$ cat config.mk
export PLATFORM = sky130hd
export DESIGN_NAME = fb_write_arbiter_flat
export DESIGN_NICKNAME = d
export VERILOG_FILES = /design/src/rtl/fb_write_arbiter_pkg.sv /design/src/rtl/fb_write_arbiter_if.sv /design/src/rtl/fb_write_arbiter_rr_pick.sv /design/src/rtl/fb_write_arbiter.sv /design/src/flat_wrapper.sv
export SDC_FILE = /design/constraint.sdc
export NUM_CORES = 1
export LEC_CHECK = 0
export BUFFER_PORTS_ARGS = -buffer_cell sky130_fd_sc_hd__buf_2
export CORE_MARGIN = 2
export CORE_UTILIZATION = 43
export CTS_CLUSTER_DIAMETER = 80
export DETAILED_ROUTE_END_ITERATION = 10
export PLACE_DENSITY = 0.73
export SLEW_MARGIN = 10
export SYNTH_ARGS = -nofsm -noshare
export SYNTH_HDL_FRONTEND = slang
export SYNTH_SLANG_ARGS = --single-unit
$ cat constraint.sdc
create_clock -name clk -period 2.85 [get_ports clk]
set_clock_uncertainty 0.05 [all_clocks]
set_input_delay 0.57 -clock clk [delete_from_list [all_inputs] [get_ports clk]]
set_output_delay 0.57 -clock clk [all_outputs]
set_load 0.05 [all_outputs]
$ cat src/rtl/fb_write_arbiter_pkg.sv
// Shared framebuffer definitions for the write arbiter: screen geometry,
// coordinate widths, requester indices and the arbiter state type.
package fb_write_arbiter_pkg;

   localparam int SCR_W  = 320;
   localparam int SCR_H  = 200;
   localparam int FB_X_W = 9;
   localparam int FB_Y_W = 8;

   localparam int REQ_CLEAR  = 0;
   localparam int REQ_ALIENS = 1;
   localparam int REQ_PLAYER = 2;

   typedef enum logic {
      IDLE  = 1'b0,
      GRANT = 1'b1
   } arb_state_e;

   function automatic logic in_screen(input logic [FB_X_W-1:0] x, input logic [FB_Y_W-1:0] y);
      return (int'(x) < SCR_W) && (int'(y) < SCR_H);
   endfunction

endpackage

$ cat src/rtl/fb_write_arbiter_if.sv
// Bundle of requester beats and the framebuffer write port seen by the arbiter.
// master = producer/framebuffer side, slave = the arbiter itself.
interface fb_write_arbiter_if #(
   parameter int NUM_REQ = 3
);
   import fb_write_arbiter_pkg::*;

   logic [NUM_REQ-1:0]        req;
   logic [NUM_REQ-1:0]        req_last;
   logic [NUM_REQ*FB_X_W-1:0] req_x;
   logic [NUM_REQ*FB_Y_W-1:0] req_y;
   logic [NUM_REQ-1:0]        req_bit;
   logic [NUM_REQ-1:0]        gnt;
   logic                      wr_en;
   logic [FB_X_W-1:0]         wr_x;
   logic [FB_Y_W-1:0]         wr_y;
   logic                      wr_bit;
   logic                      drop;
   logic                      busy;

   modport master (
      output req, req_last, req_x, req_y, req_bit,
      input  gnt, wr_en, wr_x, wr_y, wr_bit, drop, busy
   );

   modport slave (
      input  req, req_last, req_x, req_y, req_bit,
      output gnt, wr_en, wr_x, wr_y, wr_bit, drop, busy
   );

endinterface

$ cat src/rtl/fb_write_arbiter_rr_pick.sv
// Combinational round-robin picker: first set request scanning upward
// (with wrap) from the index after last_idx.
module rr_pick #(
   parameter  int NUM_REQ = 3,
   localparam int IDX_W   = $clog2(NUM_REQ)
) (
   input  logic [NUM_REQ-1:0] req,
   input  logic [IDX_W-1:0]   last_idx,
   output logic [IDX_W-1:0]   winner,
   output logic               any
);

   logic [IDX_W-1:0] idx;

   // Scan from the farthest offset down so the nearest requester is written last and wins.
   always_comb begin
      winner = '0;
      idx    = '0;
      for (int off = NUM_REQ; off >= 1; off--) begin
         idx = IDX_W'((int'(last_idx) + off) % NUM_REQ);
         if (req[idx]) begin
            winner = idx;
         end
      end
      any = |req;
   end

endmodule

$ cat src/rtl/fb_write_arbiter.sv
// Round-robin arbiter for the framebuffer write port: one burst per grant,
// bursts capped at MAX_BURST beats, off-screen beats dropped instead of written.
module fb_write_arbiter
   import fb_write_arbiter_pkg::*;
#(
   parameter int NUM_REQ   = 3,
   parameter int MAX_BURST = 64
) (
   input  logic              clk,
   input  logic              rst_n,
   input  logic              enable,
   fb_write_arbiter_if.slave bus
);

   localparam int IDX_W = $clog2(NUM_REQ);
   localparam logic [7:0] CNT_LAST = 8'(MAX_BURST - 1);

   arb_state_e          state, state_nxt;
   logic [NUM_REQ-1:0]  gnt_nxt;
   logic [IDX_W-1:0]    last_idx, last_nxt, winner;
   logic                any_req;
   logic [7:0]          beat_cnt, cnt_nxt;
   logic                wr_en_nxt, wr_bit_nxt, drop_nxt;
   logic [FB_X_W-1:0]   wr_x_nxt, beat_x;
   logic [FB_Y_W-1:0]   wr_y_nxt, beat_y;
   logic                beat_bit, accept;

   rr_pick #(.NUM_REQ(NUM_REQ)) u_pick (
      .req      (bus.req),
      .last_idx (last_idx),
      .winner   (winner),
      .any      (any_req)
   );

   // While granted, last_idx is the granted requester, so it selects the beat fields.
   assign beat_x   = bus.req_x[last_idx*FB_X_W +: FB_X_W];
   assign beat_y   = bus.req_y[last_idx*FB_Y_W +: FB_Y_W];
   assign beat_bit = bus.req_bit[last_idx];
   assign accept   = bus.req[last_idx];
   assign bus.busy = (state == GRANT);

   // Next-state and next-output logic; the write port holds its coordinates between writes.
   always_comb begin
      state_nxt  = state;
      gnt_nxt    = bus.gnt;
      last_nxt   = last_idx;
      cnt_nxt    = beat_cnt;
      wr_en_nxt  = 1'b0;
      drop_nxt   = 1'b0;
      wr_x_nxt   = bus.wr_x;
      wr_y_nxt   = bus.wr_y;
      wr_bit_nxt = bus.wr_bit;
      case (state)
         IDLE: begin
            if (enable && any_req) begin
               state_nxt = GRANT;
               gnt_nxt   = {{(NUM_REQ-1){1'b0}}, 1'b1} << winner;
               last_nxt  = winner;
               cnt_nxt   = '0;
            end
         end
         GRANT: begin
            if (accept) begin
               cnt_nxt = beat_cnt + 8'd1;
               if (in_screen(beat_x, beat_y)) begin
                  wr_en_nxt  = 1'b1;
                  wr_x_nxt   = beat_x;
                  wr_y_nxt   = beat_y;
                  wr_bit_nxt = beat_bit;
               end else begin
                  drop_nxt = 1'b1;
               end
            end
            if (!accept || bus.req_last[last_idx] || (beat_cnt == CNT_LAST)) begin
               state_nxt = IDLE;
               gnt_nxt   = '0;
               cnt_nxt   = '0;
            end
         end
         default: begin
            state_nxt = IDLE;
            gnt_nxt   = '0;
         end
      endcase
   end

   // State, grant, counter and write-port registers; reset leaves requester 0 first in line.
   always_ff @(posedge clk or negedge rst_n) begin
      if (!rst_n) begin
         state      <= IDLE;
         bus.gnt    <= '0;
         last_idx   <= IDX_W'(NUM_REQ - 1);
         beat_cnt   <= '0;
         bus.wr_en  <= 1'b0;
         bus.wr_x   <= '0;
         bus.wr_y   <= '0;
         bus.wr_bit <= 1'b0;
         bus.drop   <= 1'b0;
      end else begin
         state      <= state_nxt;
         bus.gnt    <= gnt_nxt;
         last_idx   <= last_nxt;
         beat_cnt   <= cnt_nxt;
         bus.wr_en  <= wr_en_nxt;
         bus.wr_x   <= wr_x_nxt;
         bus.wr_y   <= wr_y_nxt;
         bus.wr_bit <= wr_bit_nxt;
         bus.drop   <= drop_nxt;
      end
   end

endmodule
$ cat src/flat_wrapper.sv
// flat-port wrapper written by rule: the top's interface ports become plain ports
module fb_write_arbiter_flat import fb_write_arbiter_pkg::*;
#(
   parameter int NUM_REQ   = 3,
   parameter int MAX_BURST = 64
)
  (clk, rst_n, enable, bus_req, bus_req_last, bus_req_x, bus_req_y, bus_req_bit, bus_gnt, bus_wr_en, bus_wr_x, bus_wr_y, bus_wr_bit, bus_drop, bus_busy);
  fb_write_arbiter_if #(.NUM_REQ(NUM_REQ)) bus_i ();
  input  logic clk;
  input  logic rst_n;
  input  logic enable;
  input wire logic [$bits(bus_i.req)-1:0] bus_req;
  input wire logic [$bits(bus_i.req_last)-1:0] bus_req_last;
  input wire logic [$bits(bus_i.req_x)-1:0] bus_req_x;
  input wire logic [$bits(bus_i.req_y)-1:0] bus_req_y;
  input wire logic [$bits(bus_i.req_bit)-1:0] bus_req_bit;
  output wire logic [$bits(bus_i.gnt)-1:0] bus_gnt;
  output wire logic [$bits(bus_i.wr_en)-1:0] bus_wr_en;
  output wire logic [$bits(bus_i.wr_x)-1:0] bus_wr_x;
  output wire logic [$bits(bus_i.wr_y)-1:0] bus_wr_y;
  output wire logic [$bits(bus_i.wr_bit)-1:0] bus_wr_bit;
  output wire logic [$bits(bus_i.drop)-1:0] bus_drop;
  output wire logic [$bits(bus_i.busy)-1:0] bus_busy;
  assign bus_i.req = bus_req;
  assign bus_i.req_last = bus_req_last;
  assign bus_i.req_x = bus_req_x;
  assign bus_i.req_y = bus_req_y;
  assign bus_i.req_bit = bus_req_bit;
  assign bus_gnt = bus_i.gnt;
  assign bus_wr_en = bus_i.wr_en;
  assign bus_wr_x = bus_i.wr_x;
  assign bus_wr_y = bus_i.wr_y;
  assign bus_wr_bit = bus_i.wr_bit;
  assign bus_drop = bus_i.drop;
  assign bus_busy = bus_i.busy;
  fb_write_arbiter #(.NUM_REQ(NUM_REQ), .MAX_BURST(MAX_BURST)) u_core (.clk(clk), .rst_n(rst_n), .enable(enable), .bus(bus_i));
endmodule
* Yosys cells after proc, flatten, opt, wreduce, memory -nomap -nowiden
Cells that the tools add are included.
Widths: inputs -> output; s select.
** Storage, ports and cells
- Word-level logic and storage cells :: 72
- Bits of input ports :: 63
- Flip-flop bits (word level) :: 34
- Output and inout bits :: 24
** Cells by class
- Muxes and demuxes :: 31
- $lt $le $gt $ge :: 6
- Divide/modulo/power cells :: 3
- Multiply operators :: 1
- $add $sub $neg :: 4
- Equality and inequality tests :: 4
- Shift operators :: 3
- Reduce and logical (&&, ||, !) cells :: 10
- Bitwise gates (word level) :: 1
** Operators with widths (number)
- $mod 32x3->32 const B :: 3
- $shiftx 27x7->9 :: 1
- $mux 8 :: 3
- $shiftx 24x6->8 :: 1
- $pmux 8 s2 :: 1
- $mux 1 :: 14
- $bmux 1 s2 :: 6
- $lt 2x3->1 const B :: 4
- $lt 9x9->1 const B :: 1
- $add 8x1->8 const B :: 1
- $eq 8x6->1 const B :: 1
- $lt 8x8->1 const B :: 1
- $add 2x2->3 const B :: 2
- $mul 2x4->6 const B :: 1
- $mux 2 :: 3
- $mux 3 :: 2
- $pmux 3 s2 :: 1
- $reduce_and 2->1 :: 3
- $add 2x1->3 const B :: 1
- $ne 3x3->1 const B :: 1
- $reduce_and 3->1 :: 1
- $reduce_or 3->1 :: 1
- $shl 1x2->3 const A :: 1
- $logic_and 1x1->1 :: 2
- 6 further kinds :: 7

* Depth between registers and ports, before layout
Gate-level depths: netlist of the first run.
- Depth in word-level cells :: 10
- Depth in mapped cells :: 10
- Depth with buffers taken out :: 7

* Modules after synthesis
A second synthesis of the first run with hierarchy kept.
** Second synthesis, totals
- Cell total of the unflattened synthesis :: 206
- Area total of the unflattened synthesis :: 2108.3 µm²
** Modules (own cells, without submodules)
- fb_write_arbiter :: instances 1, cells an instance 186, area each 1958.1 µm², seq. area each 852.1 µm²
- rr_pick :: instances 1, cells an instance 20, area each 150.1 µm², seq. area each 0.0 µm²

* Worst setup path before layout of the first run
Ideal clock, no wire load.
- Kind :: register to register
- From :: register u_core.last_idx[1]
- To :: register u_core.bus.wr_bit
- Stages on the path, launching flop included :: 9
- Arrival :: 2.268 ns
- Buffers on the path :: 3
- Setup time :: 0.125 ns
- Required time :: 2.675 ns
- Slack :: 0.407 ns
- Period minus slack after synthesis :: 2.443 ns
- Cell sequence :: dfstp_2 -> buf_6 -> buf_6 -> mux2_1 -> a22oi_2 -> a311oi_2 -> nor3_4 -> buf_8 -> mux2_4
** On the way
- Cells in the longest elaborated chain, start to end :: 5
- Elaborated cells on any way between the ends :: 11
- Those cells by class :: 1 x mul; 2 x order compare; 2 x shift; 4 x mux; 2 x reduce/logical
** RTL lines
- start: declaration :: RTL line fb_write_arbiter.sv:20 : logic [IDX_W-1:0] last_idx, last_nxt, winner;
- start signal: assignment :: RTL line fb_write_arbiter.sv:92 : last_idx <= IDX_W'(NUM_REQ - 1);
- start signal: assignment :: RTL line fb_write_arbiter.sv:102 : last_idx <= last_nxt;
- $mul 2x4->6 :: RTL line fb_write_arbiter.sv:36 : assign beat_x = bus.req_x[last_idx*FB_X_W +: FB_X_W];
- $shiftx 27x7->9 :: RTL line fb_write_arbiter.sv:36
- $lt 9x9->1 :: RTL line fb_write_arbiter_pkg.sv:20 : return (int'(x) < SCR_W) && (int'(y) < SCR_H);
- $logic_and 1x1->1 :: RTL line fb_write_arbiter_pkg.sv:20
- $reduce_and 3->1 (no line)
- end signal: assignment :: RTL line fb_write_arbiter.sv:107 : bus.wr_bit <= wr_bit_nxt;
- end: declaration :: RTL line fb_write_arbiter_if.sv:28 : output gnt, wr_en, wr_x, wr_y, wr_bit, drop, busy
Several ways; a longest one is shown, not always the timed one. The select of a mux whose other input is x is not followed.
A chain may end at the register's enable or synchronous reset.

* Worst setup path in the final report of the first run
- From :: register u_core.last_idx[1]
- To :: register u_core.bus.wr_x[4]
** On the way
- Cells in the longest elaborated chain, start to end :: 5
- Elaborated cells on any way between the ends :: 9
- Those cells by class :: 1 x mul; 2 x order compare; 2 x shift; 2 x mux; 2 x reduce/logical
** RTL lines
- $mul 2x4->6 :: RTL line fb_write_arbiter.sv:36
- $shiftx 27x7->9 :: RTL line fb_write_arbiter.sv:36
- $lt 9x9->1 :: RTL line fb_write_arbiter_pkg.sv:20
- $logic_and 1x1->1 :: RTL line fb_write_arbiter_pkg.sv:20
- $reduce_and 3->1 (no line)
- end signal: assignment :: RTL line fb_write_arbiter.sv:105 : bus.wr_x <= wr_x_nxt;
- end: declaration :: RTL line fb_write_arbiter_if.sv:28
Several ways; a longest one is shown, not always the timed one. The select of a mux whose other input is x is not followed.

==> results of run 1 <==
==> per-layer routing <==
layer | track usage, % | vias up
met5 | 0 | -
met4 | 6.38 | 0
met3 | 5.80 | 6
li1 | - | 906
met1 | 24.3 | 816
met2 | 28.5 | 76
==> worst paths after layout <==
| path | start | to | slack, ps | cells after the start |
|---|---|---|---|---|
| setup / recovery | u_core.last_idx[1] | u_core.bus.wr_x[4] | 190 | 8 |
| hold / removal | rst_n | u_core.bus.wr_y[1] | 300 | 1 |
| setup reg to reg | u_core.last_idx[1] | u_core.bus.wr_x[4] | 190 | 8 |
| hold reg to reg | u_core.bus.gnt[2] | u_core.bus.gnt[2] | 460 | 1 |
| max in group asynchronous | rst_n | u_core.bus.wr_bit | 1980 | 1 |
| min in group clk | u_core.bus.gnt[2] | u_core.bus.gnt[2] | 460 | 1 |
==> logic make-up after synthesis <==
family | synth area share (%)
and+or+nand+nor | 13.2
AOI/OAI and AO/OA | 17.4
muxes | 19.4
DFF | 41.7
buffers and inverters | 5.02
adders and majority gates | 2.45
xor gates and xnor gates | 0.857
==> flip-flops by register name, summed over array words and instances, names as in the netlist <==
| signal | count |
|---|---|
| u_core.beat_cnt | 8 |
| u_core.bus.busy | 1 |
| u_core.bus.drop | 1 |
| u_core.bus.gnt | 3 |
| u_core.bus.wr_bit | 1 |
| u_core.bus.wr_en | 1 |
| u_core.bus.wr_x | 9 |
| u_core.bus.wr_y | 8 |
| u_core.last_idx | 2 |
==> layout make-up <==
cell class	instances	area [µm²]	share of cell area, %
inverter	11	41.3	1.57
sequential	34	852	32.5
timing repair buffer	91	480	18.3
clock inverter	1	5.00	0.191
multi-input combinational	147	1090	41.6
tap	54	67.6	2.58
clock buffer	7	86.3	3.29
==> metrics by stage <==
step	worst slack, ps	hold slack [ps]	instances	util, %	instance area [µm²]
final	192	296	345	56.3	2620
after global routing	44.0	362	345	56.3	2620
after CTS	182	321	345	56.3	2620
after detailed placement	200	440	337	54.3	2530
after global placement	273	428	337	54.3	2530
after floorplan	407	224	201	-	2040
==> where the power goes <==
| part | internal (mW) | switching [mW] | leakage, nW |
|---|---|---|---|
| Clock | 0.195 | 0.175 | 0.0482 |
| Sequential | 0.667 | 0.132 | 0.431 |
| Combinational | 0.616 | 1.16 | 0.846 |
==> cells in the final DEF, fill, tap and decap left out, drive strengths merged, types with 3 or more instances in the layout <==
| cell type | Yosys | layout |
|---|---|---|
| dfrtp | 33 | 33 |
| nor3 | 4 | 4 |
| clkbuf | 5 | 7 |
| o22ai | 3 | 3 |
| a21o | 3 | 3 |
| a2bb2oi | 4 | 4 |
| nand2 | 22 | 22 |
| a22oi | 9 | 9 |
| nand3 | 4 | 4 |
| inv | 11 | 11 |
| nor2 | 9 | 9 |
| buf | 4 | 91 |
| mux2 | 20 | 20 |
| o21ai | 14 | 14 |
| mux2i | 16 | 16 |
| a21oi | 5 | 5 |
| ha | 4 | 4 |
==> worst max-delay path: cells and delay by family, from the launching register on <==
kind            cells  cell delay [ps]
mux                 1              340
simple gates        2              380
buf+inv             3              610
flops               1              670
compound gates      2              470
==> reports/results.txt, run 1 <==
root buffer cell: clkbuf_8
maximum number of pins on one net before global-route repair: 35
CTS tree: done
die area: 5320 µm²
FP Rows: 25
Leak: 1.33 nW
required time of the worst setup path: 2970 ps
Critical Path Slowest Stage Cell: dfstp_2
top cells by count, synth: 33 x dfrtp_1, 22 x nand2_1, 16 x mux2_2, 16 x mux2i_1, 14 x o21ai_0
WS Path Type: reg2reg
FILL cells: 409
Synth Flop Type: dfrtp_1
Skew-Pair Late Insertion Delay: 290 ps
synthesized flop and latch total: 34
buffers added on ports: 86
average size of a mapped cell: 10.2 µm²
post-DP HPWL: 3630 µm
Via density: 5.23
Max IR drop VDD: 446 µV
area delta synth->final: 28.3%
CP peak stage delay: 670 ps
CP arrival: 2780 ps
P per Cell Area: 1120 nW/µm²
DRC viols: 0
CTS Buffer Depth: 2
# diodes: 0
vias post-DR: 1804
post-synth cell types: 47
max layer used: met4
Initial Util: 43.9%
async set or reset register ratio after synthesis: 100%
CP most frequent cell: buf_4
routability cong.: 0.836
worst slew margin relative to its limit: 50.6%
DR WL/cell: 13.6 µm
status: finished clean
Final ANT Viol Nets: 0
vias in the first global route: 1659
Setup Buffers After CTS: 0
Final nets: 357
First-pass DRT Iterations: 4
Top Ports: 87
FMAX: 0.376 GHz
worst min path class: in2async
routed wl met2: 2150 µm
# Max-Cap Violations: 0
met3 WL: 363 µm
CTS resizes: 0
clock slew at reported path FFs: 70 ps
clk sink count: 34
CP endpoint kind: flop
share of layout cells above drive strength 1: 41.9%
total track usage: 18.4%
mapped cell area: 2040 µm²
Die W: 73.0 µm
Slew Limit Fails: 0
global-route wire length before repair: 7420 µm
count leader, synth: dfrtp_1
Overall Power: 2.94 mW
crit-path max FO: 14
endpoints failing setup: 0
GR Overflow Total: 0
top cells by area, synth: dfrtp_1 40%, mux2_2 8.8%, mux2i_1 7.8%
Tmin final: 2660 ps
CP Launch Type: flop
warnings from Yosys: 0
Fin Setup TNS: 0 ps
unrepaired setup endpoints after global routing: false
EDFF count, synth: 0
share of the synthesized area in the top cell type: 40.4%
Worst Max-Slew Pin Slew: 741 ps
die height: 73.0 µm
endpoints failing hold: 0
M1 WL: 2090 µm
drt initial violations: 59
crit-path cells: buf_4, nor2b_1, buf_4, a22oi_1, a21oi_1, nor3_4, buf_12, mux2_2
WL final: 4680 µm
syn_nets: 268
Seq/Total Area, Yosys: 41.7%
Syn Inst Count: 201
post-cts hold buffer count: 0
area of the core: 4660 µm²
initial antenna violation count: 0
final period utilization: 93.3%
TritonCTS buffer count: 5
htree depth: 2
Synth area leader: dfrtp_1
No activity file was read; power rests on OpenSTA's default activity.
==> run 2: changes to the inputs <==
--- a/config.mk
+++ b/config.mk
@@ -6,11 +6,12 @@
 export NUM_CORES = 1
 export LEC_CHECK = 0
 export BUFFER_PORTS_ARGS = -buffer_cell sky130_fd_sc_hd__buf_2
+export CORE_ASPECT_RATIO = 0.9
 export CORE_MARGIN = 2
-export CORE_UTILIZATION = 43
+export CORE_UTILIZATION = 48
 export CTS_CLUSTER_DIAMETER = 80
 export DETAILED_ROUTE_END_ITERATION = 10
-export PLACE_DENSITY = 0.73
+export PLACE_DENSITY = 0.8
 export SLEW_MARGIN = 10
 export SYNTH_ARGS = -nofsm -noshare
 export SYNTH_HDL_FRONTEND = slang
==> reports/results.txt, run 2 (synthesis results as in run 1) <==
Top Ports: 87 (unchanged)
initial antenna violation count: 0 (unchanged)
met3 GRT Util: 4.73% (-1.1 points)
CP peak stage delay: 730 ps (+60 ps)
status: finished clean
total track usage: 21.7% (+3.3 points)
Regs by FF count: u_core.bus.wr_x (9), u_core.beat_cnt (8), u_core.bus.wr_y (8)
endpoints failing hold: 0 (unchanged)
share of layout cells above drive strength 1: 41.7% (-0.20 points)
GR Util met2: 34.0% (+5.5 points)
WL final: 4860 µm (+4.0%)
Setup Buffers After CTS: 0 (unchanged)
Initial Util: 50.2% (+6.3 points)
Die W: 72.8 µm (-0.22%)
# diodes: 0 (unchanged)
gr busiest metal: met2
Worst Max-Slew Pin Slew: 756 ps (+15.3 ps)
Max IR drop VDD: 650 µV (+46%)
reg-to-reg endpoint: u_core.bus.wr_y[0]
root buffer cell: clkbuf_8
FILL cells: 339 (-17%)
maximum number of pins on one net before global-route repair: 35 (unchanged)
die area: 4800 µm² (-9.8%)
CTS Buffer Depth: 2 (unchanged)
CP arrival: 2750 ps (-30 ps)
GR Overflow Total: 0 (unchanged)
WS Path Type: reg2reg
Leak: 1.32 nW (-0.61%)
post-DP HPWL: 3750 µm (+3.4%)
worst min path class: in2async
logic gate share of total power: 60.3% (about the same)
die height: 65.9 µm (-9.6%)
CTS tree: done
clock slew at reported path FFs: 70 ps (about the same)
worst slew margin relative to its limit: 49.6% (-1.0 points)
P per Cell Area: 1130 nW/µm² (+0.63%)
Clock Power Share: 12.4% (about the same)
final period utilization: 92.3% (-0.99 points)
crit-path cells: nor2b_1, buf_4, a22oi_1, a21oi_1, nor3_4, buf_4, mux2_2
FMAX: 0.380 GHz (+1.1%)
Sw Pwr: 1.47 mW (+0.33%)
vias post-DR: 1838 (+1.9%)
CP most frequent cell: buf_4
Worst R2R Path Depth: 7 (-1)
htree depth: 2 (unchanged)
Hold Slack: 302 ps (+6.20 ps)
Final nets: 356 (-0.28%)
CP Launch Type: flop
GRT met1 Usage: 29.2% (+4.9 points)
most common cell after layout, fill and taps aside: buf_2
Biggest register: u_core.bus.wr_x
routability cong.: 0.805 (-3.7%)
worst flop-to-flop path startpoint: u_core.last_idx[1]
Critical Path Slowest Stage Cell: dfstp_2
Via density: 5.44 (+4.0%)
Final ANT Viol Nets: 0 (unchanged)
CP endpoint kind: flop
max FFs per register: 9 (unchanged)
CP top delay family: flip-flops
Fin Setup TNS: 0 ps (unchanged)
crit-path max FO: 17 (+3)
reg2reg setup slack: 220 ps (+30 ps)
DR WL/cell: 14.4 µm (+6.1%)
Skew-Pair Late Insertion Delay: 290 ps (about the same)
# Max-Cap Violations: 0 (unchanged)
TritonCTS buffer count: 5 (unchanged)
global-route wire length before repair: 7920 µm (+6.8%)
commonest non-fill, non-tap cells in the layout: 86 x buf_2, 33 x dfrtp_1, 22 x nand2_1, 16 x mux2_2, 16 x mux2i_1
sequential share of power: 27.4% (+0.2 points)
post-cts hold buffer count: 0 (unchanged)
vias in the first global route: 1751 (+5.5%)
area delta synth->final: 26.9%
required time of the worst setup path: 2970 ps (about the same)
endpoints failing setup: 0 (unchanged)
Slew Limit Fails: 0 (unchanged)
area of the core: 4070 µm² (-13%)
CTS resizes: 0 (unchanged)
clk sink count: 34 (unchanged)
switching portion of total power: 50.1% (+0.38 points)
unrepaired setup endpoints after global routing: false
drt initial violations: 94 (+59%)
FP Rows: 22 (-12%)
Int Power: 1.46 mW (-1.2%)
buffers added on ports: 86 (unchanged)
Tmin final: 2630 ps (-28.1 ps)
CP Buf/Inv Count: 2 (-1)
DRC viols: 0 (unchanged)
First-pass DRT Iterations: 4 (unchanged)
==> run 2: metal layers <==
| metal | part of all wire (%) | wire length, µm |
|---|---|---|
| met5 | 0 | 0 |
| met4 | 2.0 | 97 |
| met3 | 7.2 | 350 |
| met2 | 46 | 2210 |
| met1 | 45 | 2200 |
==> run 2: how the worst max path moves through the flow <==
stage | depth (start not counted) | endpoint | from
4_1_cts | 7 | u_core.bus.wr_x[0] | u_core.last_idx[1]
2_1_floorplan | 8 | u_core.bus.wr_bit | u_core.last_idx[1]
6_report | 7 | u_core.bus.wr_y[0] | u_core.last_idx[1]
3_5_place_dp | 7 | u_core.bus.wr_x[0] | u_core.last_idx[1]
5_1_grt | 6 | u_core.bus.wr_y[2] | u_core.last_idx[1]
3_3_place_gp | 6 | u_core.bus.wr_y[1] | u_core.last_idx[1]
==> run 2: cell type report <==
| type | count | area (µm²) | area share (%) |
|---|---|---|---|
| tap | 48 | 60.1 | 2.31 |
| timing repair buffer | 90 | 460 | 17.7 |
| multi-input combinational | 147 | 1090 | 42.0 |
| inverter | 11 | 41.3 | 1.59 |
| clock inverter | 1 | 5.00 | 0.193 |
| clock buffer | 7 | 86.3 | 3.33 |
| sequential | 34 | 852 | 32.8 |
==> run 2: per-stage QoR <==
step,std cells,power [mW],cell area (µm²),worst slack (ps),utilization (%)
final,338,2.93,2590,220,63.7
after global routing,338,3.13,2590,37.9,63.7
after CTS,338,2.95,2590,209,63.7
after detailed placement,330,2.58,2500,228,61.5
after global placement,330,2.54,2500,320,61.5
after floorplan,201,2.18,2040,407,-
==> run 2: worst register-to-register path, cell delays in order, from the launching register on <==
cell and delay, ps:
dfstp_2 730, nor2b_1 200, buf_4 230, a22oi_1 300, a21oi_1 210, nor3_4 150, buf_4 280, mux2_2 370
==> run 2: power by group through the flow <==
stage          clock network (mW)  registers, mW  logic [mW]
2_1_floorplan                   0           1.32       0.866
3_3_place_gp                    0          0.806        1.74
3_5_place_dp                    0          0.805        1.77
4_1_cts                     0.377          0.802        1.78
5_1_grt                     0.392          0.828        1.91
6_report                    0.363          0.802        1.77
